==> src/rtl/mul_pkg.sv <==
// Shared types and defaults for the sequential digit-serial multiplier.
package mul_pkg;

    typedef enum logic [1:0] {
        IDLE = 2'd0,
        MUL  = 2'd1,
        DONE = 2'd2
    } state_t;

    localparam int DEFAULT_WIDTH = 32;
    localparam int DEFAULT_DIGIT = 8;

endpackage

==> src/rtl/mul_pp_unit.sv <==
// Combinational DIGITxDIGIT unsigned multiplier producing one partial product.
module mul_pp_unit
    import mul_pkg::*;
#(
    parameter int DIGIT = DEFAULT_DIGIT
) (
    input  logic [DIGIT-1:0]   i_a,
    input  logic [DIGIT-1:0]   i_b,
    output logic [2*DIGIT-1:0] o_p
);

    logic [2*DIGIT-1:0] w_a_ext;
    logic [2*DIGIT-1:0] w_b_ext;

    assign w_a_ext = {{DIGIT{1'b0}}, i_a};
    assign w_b_ext = {{DIGIT{1'b0}}, i_b};
    assign o_p     = w_a_ext * w_b_ext;

endmodule

==> src/rtl/mul_pp_seq.sv <==
// Sequential unsigned multiplier: one DIGITxDIGIT partial product per cycle,
// N*N cycles per operation, valid/ready handshakes on both sides.
module mul_pp_seq
    import mul_pkg::*;
#(
    parameter int WIDTH = DEFAULT_WIDTH,
    parameter int DIGIT = DEFAULT_DIGIT
) (
    input  logic               clk,
    input  logic               rst,
    input  logic [WIDTH-1:0]   a,
    input  logic [WIDTH-1:0]   b,
    input  logic               in_valid,
    output logic               in_ready,
    output logic [2*WIDTH-1:0] y,
    output logic               out_valid,
    input  logic               out_ready
);

    localparam int N  = (DIGIT > 0) ? WIDTH / DIGIT : 1;
    localparam int NN = N * N;
    localparam int KW = (NN > 1) ? $clog2(NN) : 1;
    localparam int PW = 2 * WIDTH;

    if ((WIDTH < 1) || (DIGIT < 1) || ((DIGIT > 0) && (WIDTH % DIGIT != 0))) begin : g_bad_params
        $error("mul_pp_seq: WIDTH must be >= 1 and a multiple of DIGIT >= 1");
    end

    state_t             r_state;
    logic [WIDTH-1:0]   r_a;
    logic [WIDTH-1:0]   r_b;
    logic [PW-1:0]      r_acc;
    logic [KW-1:0]      r_k;

    logic [KW-1:0]      w_i;
    logic [KW-1:0]      w_j;
    logic [DIGIT-1:0]   w_a_dig;
    logic [DIGIT-1:0]   w_b_dig;
    logic [2*DIGIT-1:0] w_pp;
    logic [PW-1:0]      w_pp_sh;
    logic               w_accept;
    logic               w_last;

    // Step k walks a's digits fastest: i selects the digit of b, j the digit of a.
    assign w_i     = KW'(int'(r_k) / N);
    assign w_j     = KW'(int'(r_k) % N);
    assign w_a_dig = DIGIT'(r_a >> (DIGIT * int'(w_j)));
    assign w_b_dig = DIGIT'(r_b >> (DIGIT * int'(w_i)));
    assign w_pp_sh = PW'(w_pp) << (DIGIT * (int'(w_i) + int'(w_j)));
    assign w_last  = (r_k == KW'(NN - 1));

    mul_pp_unit #(
        .DIGIT (DIGIT)
    ) u_pp_unit (
        .i_a (w_a_dig),
        .i_b (w_b_dig),
        .o_p (w_pp)
    );

    assign in_ready  = (r_state == IDLE) || ((r_state == DONE) && out_ready);
    assign w_accept  = in_valid && in_ready;
    assign out_valid = (r_state == DONE);
    assign y         = r_acc;

    always_ff @(posedge clk) begin
        if (rst) begin
            r_state <= IDLE;
            r_a     <= '0;
            r_b     <= '0;
            r_acc   <= '0;
            r_k     <= '0;
        end else if (w_accept) begin
            // Covers both IDLE and the DONE hand-off that starts the next operation.
            r_state <= MUL;
            r_a     <= a;
            r_b     <= b;
            r_acc   <= '0;
            r_k     <= '0;
        end else begin
            case (r_state)
                MUL: begin
                    r_acc <= r_acc + w_pp_sh;
                    if (w_last) begin
                        r_state <= DONE;
                    end else begin
                        r_k <= r_k + KW'(1);
                    end
                end
                DONE: begin
                    if (out_ready) begin
                        r_state <= IDLE;
                    end
                end
                IDLE: begin
                    r_state <= IDLE;
                end
                default: begin
                    r_state <= IDLE;
                end
            endcase
        end
    end

endmodule

==> config.mk <==
export PLATFORM = sky130hd
export DESIGN_NAME = mul_pp_seq
export DESIGN_NICKNAME = d
export VERILOG_FILES = /design/src/rtl/mul_pkg.sv /design/src/rtl/mul_pp_unit.sv /design/src/rtl/mul_pp_seq.sv
export SDC_FILE = /design/constraint.sdc
export NUM_CORES = 1
export LEC_CHECK = 0
export ABC_AREA = 1
export CORE_MARGIN = 2
export CORE_UTILIZATION = 40
export DETAILED_ROUTE_END_ITERATION = 7
export PLACE_DENSITY = 0.65
export SLEW_MARGIN = 20
export SYNTH_ARGS = -nofsm -noshare
export SYNTH_HDL_FRONTEND = slang
export SYNTH_SLANG_ARGS = --single-unit
==> constraint.sdc <==
create_clock -name clk -period 9.5 [get_ports clk]
set_input_delay 1.425 -clock clk [delete_from_list [all_inputs] [get_ports clk]]
set_output_delay 1.425 -clock clk [all_outputs]
set_load 0.05 [all_outputs]
==> metrics.md, run 1 <==
| Metric | Value |
|---|---|
| Post-CTS setup buffer count | 0 |
| Ys Warns | 0 |
| Finished Cell Area | between 0.015 and 0.02 mm² |
| Largest net degree at the start of global routing | 99 |
| Row cnt | between 60 and 70 |
| Most used cell along the critical path | nand2_1 |
| Clk_skew | 0.01613 ns |
| Min Tclk post-route | 8.321 ns |
| Crit-path max FO | 29 |
| WL final | a little under 50,000 µm |
| Share of flip-flops with an asynchronous set or reset | 0% |
| Main synth FF type | dfxtp_1 |
| GRT Overall Usage | 29.63% |
| Setup_tns | 0 ns |
| Fill count | between 3,000 and 4,000 |
| Final-stage net count | 2,480 |
| Ports | approximately 130 |
| EDFF count, synth | 0 |
| Post-DP HPWL | 39,880 µm |
| WP data arrival | 8.67 ns |
| HP Class | flip-flop to flip-flop |
| Violation count after the first detailed-route iteration | 1,439 |
| Max_cap viols | 0 |
| Die W | 184.5 µm |
| Largest family of logic cells by synthesized area | simple AND/OR/NAND/NOR gates |
| Initial Utilization | 40.38% |
| Initial antenna violation count | 1 |
| Post-synthesis xor/xnor area fraction | 2.553% |
| WL per Instance | 18.20 µm |
| Core Area | 0.03229 mm² |
| IO Port Bufs | 133 |
| Setup Viol. Count Final | 0 |
| Crit path kind | flip-flop to flip-flop |
| Most common cell after layout, fill and taps aside | nand2_1 |
| DRC Markers | 0 |
| Vias/cell | ~5.3 |
| Resized Gates After CTS | 0 |
| CP required | 9.85 ns |
| Static Leak | 7.309 nW |
| Worst-Margin Slew | roughly 1.0 ns |
| Post-synthesis adder-cell area fraction | 15.53% |
| Share of cells above drive strength 1 | 3.282% |
| CP peak stage delay | 0.96 ns |
| Clock root cell | clkbuf_16 |
| Post-Synthesis Net Count | 2,385 |
| Final std cells w/o fill | 2,728 |
| First-pass GRT wire length | 75,590 µm |
| Syn avg cell area | 5.986 µm² |
| Slowest-stage cell, CP | dfxtp_1 |
| Grt total ovfl | 0 |
| Seq cells post-synth | ~130 |
| Chip height | 184.5 µm |
| CTS Buf Count | 17 |
| Total die area | 0.03405 mm² |
| RSZ-0062 raised after global routing | no |
| Sequential fraction of the synthesis area | 20.58% |
| Reg clk slew, reported paths | 0.07 ns |
| Cts-stage hold buffer count | 0 |
| Post-synthesis simple-gate area fraction | 33.58% |
| Synth Area in Compound Gates | 15.47% |
| Hold Worst Slack | 0.4665 ns |
| Cells after synthesis | 2,178 |
| Worst slew margin | 29.77% |
| Slew Limit Fails | 0 |
| Synth-to-Final Area Change | 17.46% |
| Portion of netlist area occupied by mux cells | 0% |
| Status | completed |
| Most frequent cells in the layout | 469 x nand2_1, 405 x nor2_1, 354 x inv_1 |
| Cell Area, Synth | between 0.01 and 0.015 mm² |
| Final antenna-violating net count | 0 |
| RePlAce Congestion | approximately 0.99 |
| Startpoint class of the critical path | flip-flop |
| Final period util | between 80 and 90% |
| CP endpoint kind | flip-flop |
| Maximum clock frequency | 120.2 MHz |
| Synth unique cells | 44 |
| Number of global-route vias before repair | 13,130 |
| Peak supply drop | 126.8 µV |
| Hold Fails Final Rpt | 0 |
| P per Cell Area | 129.8 mW/mm² |
| Vias | 14,360 |
| CTS tree | done |
| Number of buffers on the longest clock path | 2 |
| Worst skew pair latency | 0.46 ns |
| Sink Count | 134 |
| H-tree levels | 4 |
| Post-Place Cells | approximately 2,700 |
| Router iterations before antenna repair | 7 |
| Placed Instance Area | 0.01474 mm² |
==> logic make-up (layout without fill, tap and decap cells) <==
group,Yosys count,count (layout)
simple gates,1078,1078
other cells,0,1
buf+inv,424,531
flops,134,134
xor+xnor,38,38
compound gates,365,365
fa+ha+maj,139,139
==> cell type report <==
class	count	area, µm²	share of cell area, %
inverters	359	1348	8.800
repair buffers	141	1411	9.216
diodes	1	2.502	0.01634
flip-flops and latches	134	2683	17.52
multi-input cells	1620	8773	57.29
clock inverters	14	117.6	0.7680
clock buffers	17	425.4	2.778
well taps	442	553.0	3.611
==> worst paths after layout <==
kind,from,to,slack [ns],depth (start not counted)
worst max register to register,r_k[0],y[34],1.18,34
worst max-delay path,r_k[0],y[34],1.18,34
worst min-delay path,r_a[20],r_a[20],0.47,2
worst min register to register,r_a[20],r_a[20],0.47,2
==> cells in the mapped netlist (11+ instances only) <==
cell / n / share of area, %
dfxtp_1: 134 / 21
inv_1: 354 / 10
nor2_1: 405 / 12
nand3_1: 140 / 5.4
a32oi_1: 16 / 1.1
a21oi_1: 188 / 7.2
nor3_1: 13 / 0.50
clkbuf_1: 45 / 1.3
o21ai_0: 97 / 3.7
xor2_1: 28 / 1.9
o21bai_1: 17 / 0.98
fa_1: 38 / 5.8
ha_1: 101 / 9.7
nand2_1: 471 / 14
buf_1: 11 / 0.32
==> routing by layer <==
| layer | GRT usage, % | part of all wire, % | up-vias |
|---|---|---|---|
| li1 | - | - | 7088 |
| met1 | 43.10 | 47 | 6607 |
| met2 | 43.89 | 42 | 587 |
| met3 | 4.762 | 7.8 | 73 |
| met4 | 10.43 | 3.2 | 0 |
| met5 | 0 | 0 | - |
==> sequential cells by signal, indices dropped and copies added, names as in the netlist <==
signal / cells
r_b: 32
r_a: 32
y: 64
r_k: 4
r_state: 2
==> critical path, delay by kind of cell (launching register included) <==
family,cells,cell delay [ns]
and+or+nand+nor,16,2.16
xor gates and xnor gates,1,0.11
buffers and inverters,4,0.37
adders and majority gates,6,2.72
AOI/OAI and AO/OA,7,1.87
DFF,1,0.96
==> per-stage QoR <==
stage	worst slack, ns	util, %	total power, W
finish	1.179	47.43	0.001988
global route	0.5909	47.42	0.002102
CTS	1.360	47.33	0.001998
detailed placement	1.435	45.65	0.001339
global placement	1.366	45.65	0.001332
floorplan	3.198	-	0.001111
==> power by group <==
part / switching (W) / total (W) / internal, W
logic: 0.000468 / 0.000699 / 0.000231
clock network: 0.000312 / 0.000651 / 0.000340
registers: 0.0000356 / 0.000637 / 0.000601
total: 0.000815 / 0.00199 / 0.00117
Power figures use the tool's default switching activity.
==> run 2, diff against run 1 <==
Settings changed: CORE_ASPECT_RATIO from default to 0.9, PLACE_DENSITY 0.65 to 0.67.
==> metrics.md, run 2 (same netlist as run 1, synthesis figures left out) <==
| Metric | Value |
|---|---|
| R2r startpoint | r_k[0] |
| Min Tclk post-route | 8.186 ns (-0.1345 ns) |
| Hold path startpoint | r_b[4] |
| Ant diodes | 0 (-1) |
| CP peak stage delay | 0.95 ns (about the same) |
| CP endpoint kind | flip-flop |
| Worst skew pair latency | 0.45 ns (about the same) |
| Number of buffers on the longest clock path | 2 (unchanged) |
| Router iterations before antenna repair | 8 (+1) |
| Die W | 194.3 µm (+5.3%) |
| Initial Utilization | 40.69% (+0.32 points) |
| DRC Markers | 6 (+6) |
| Total die area | 0.03406 mm² (about the same) |
| Cts-stage hold buffer count | 0 (unchanged) |
| Final period util | 86.17% (-1.4 points) |
| Sink of the worst hold path | r_b[4] |
| WP data arrival | 8.53 ns (-0.14 ns) |
| CTS tree | done |
| Ports | 134 (unchanged) |
| Slew Limit Fails | 0 (unchanged) |
| Peak supply drop | 161.8 µV (+28%) |
| Vias/cell | 5.274 (+0.23%) |
| Crit path kind | flip-flop to flip-flop |
| Most frequent cells in the layout | 469 x nand2_1, 405 x nor2_1, 354 x inv_1 |
| Number of global-route vias before repair | 13,200 (+0.48%) |
| H-tree levels | 4 (unchanged) |
| Grt total ovfl | 0 (unchanged) |
| CP required | 9.85 ns (about the same) |
| Finished Core Util | 47.75% (+0.33 points) |
| Worst r2r dst | y[38] |
| Fill count | 3,432 (-0.38%) |
| Worst-Margin Slew | 0.9548 ns (-0.08763 ns) |
| Status | finished, violations left |
| RSZ-0062 raised after global routing | no |
| Initial antenna violation count | 0 (-1) |
| Slowest-stage cell, CP | dfxtp_1 |
| Area taken by multi-input logic gates | 0.008768 mm² (about the same) |
| GRT Overall Usage | 28.95% (-0.68 points) |
| First-pass GRT wire length | 75,360 µm (-0.30%) |
| CTS Buf Count | 17 (unchanged) |
| Violated checks | design-rule violations |
| Post-Place Cells | 2,670 (-0.93%) |
| Setup_tns | 0 ns (unchanged) |
| IO Port Bufs | 133 (unchanged) |
| Vias | 14,250 (-0.72%) |
| Final std cells w/o fill | 2,702 (-0.95%) |
| Max_cap viols | 0 (unchanged) |
| WHS Path Cells | 2 (unchanged) |
| Post-DP HPWL | 39,960 µm (+0.21%) |
| Worst slew margin | 36.26% (+6.5 points) |
| Crit-path max FO | 29 (unchanged) |
| Share of cells above drive strength 1 | 3.237% (-0.045 points) |
| Largest net degree at the start of global routing | 82 (-17%) |
| Maximum clock frequency | 122.2 MHz (+1.6%) |
| Number of flip-flops in the largest register | 64 (unchanged) |
| Sink Count | 134 (unchanged) |
| Reg area | 0.002683 mm² (unchanged) |
| WL final | 49,140 µm (-1.0%) |
| Startpoint class of the critical path | flip-flop |
| Most used cell along the critical path | inv_1 |
| Row cnt | 62 (-6.1%) |
| Clk_skew | 0.01902 ns (+0.002890 ns) |
| Hold Fails Final Rpt | 0 (unchanged) |
| Core Area | 0.03204 mm² (-0.78%) |
| Chip height | 175.3 µm (-5.0%) |
| RePlAce Congestion | 0.9917 (+0.12%) |
| Most common cell after layout, fill and taps aside | nand2_1 |
| R2R Setup Slk | 1.31 ns (+0.13 ns) |
| P per Cell Area | 132.0 mW/mm² (+1.7%) |
| Post-CTS setup buffer count | 0 (unchanged) |
| Synth-to-Final Area Change | 17.35% (about the same) |
| HP Class | flip-flop to flip-flop |
| Final total power | 0.002020 W (+1.6%) |
| Resized Gates After CTS | 0 (unchanged) |
| Setup Viol. Count Final | 0 (unchanged) |
| Violation count after the first detailed-route iteration | 1,541 (+7.1%) |
| Cells on worst reg2reg path | 34 (unchanged) |
| Reg clk slew, reported paths | 0.07 ns (about the same) |
| Static Leak | 7.319 nW (+0.13%) |
| Clock root cell | clkbuf_16 |
| Final antenna-violating net count | 0 (unchanged) |
| Final-stage net count | 2,480 (unchanged) |
| WL per Instance | 18.19 µm (about the same) |
## run 2: cell count changes in the layout (fill, tap and decap cells not counted), sizes merged
cell / change
bufinv: +2
clkbuf: +3
clkinv: +1
clkinvlp: -1
diode: -1
inv: -4
## run 2: through the flow
| step | hold slack [ns] | area, µm² | setup WS [ns] |
|---|---|---|---|
| after floorplan | 0.4301 | 13040 | 3.198 |
| after global placement | 0.4499 | 14710 | 1.495 |
| after detailed placement | 0.4523 | 14710 | 1.483 |
| after CTS | 0.4610 | 15300 | 1.444 |
| after global routing | 0.4834 | 15300 | 0.8846 |
| final | 0.4626 | 15300 | 1.314 |
## run 2: critical path: cells and delay by family, from the launching register on
kind | cells | cell delay (ns)
XOR/XNOR | 1 | 0.23
AO/OA/AOI/OAI | 4 | 1.30
buffers and inverters | 8 | 0.69
flip-flops | 1 | 0.95
AND/OR/NAND/NOR | 15 | 2.14
adder cells (fa/ha/maj) | 6 | 2.76
## run 2: metal layers
layer,track usage [%],share of wire (%),vias to the layer above
li1,-,-,7091
met1,43.34,49,6506
met2,42.27,41,594
met3,4.781,7.9,60
met4,8.654,2.4,0
met5,0,0,-
## run 2: how the worst max path moves through the flow
stage | start | endpoint | slack, ns
2_1_floorplan | r_k[0] | y[35] | 3.20
3_3_place_gp | r_k[0] | y[59] | 1.49
3_5_place_dp | r_k[2] | y[63] | 1.48
4_1_cts | r_k[2] | y[63] | 1.44
5_1_grt | r_k[0] | y[59] | 0.88
6_report | r_k[0] | y[38] | 1.31
## run 2: final cells by class
| cell class | instances | share of cell area (%) |
|---|---|---|
| Inverter | 359 | 8.808 |
| Sequential cell | 134 | 17.53 |
| Clock inverter | 12 | 0.9323 |
| Clock buffer | 20 | 2.920 |
| Timing Repair Buffer | 141 | 9.094 |
| Tap cell | 416 | 3.402 |
| Multi-Input combinational cell | 1620 | 57.31 |
## run 2: where the power goes
group,switching (W),internal (W),leakage (nW)
sequential,0.0000357,0.000601,1.10
combinational,0.000460,0.000230,5.94
clock,0.000295,0.000398,0.286
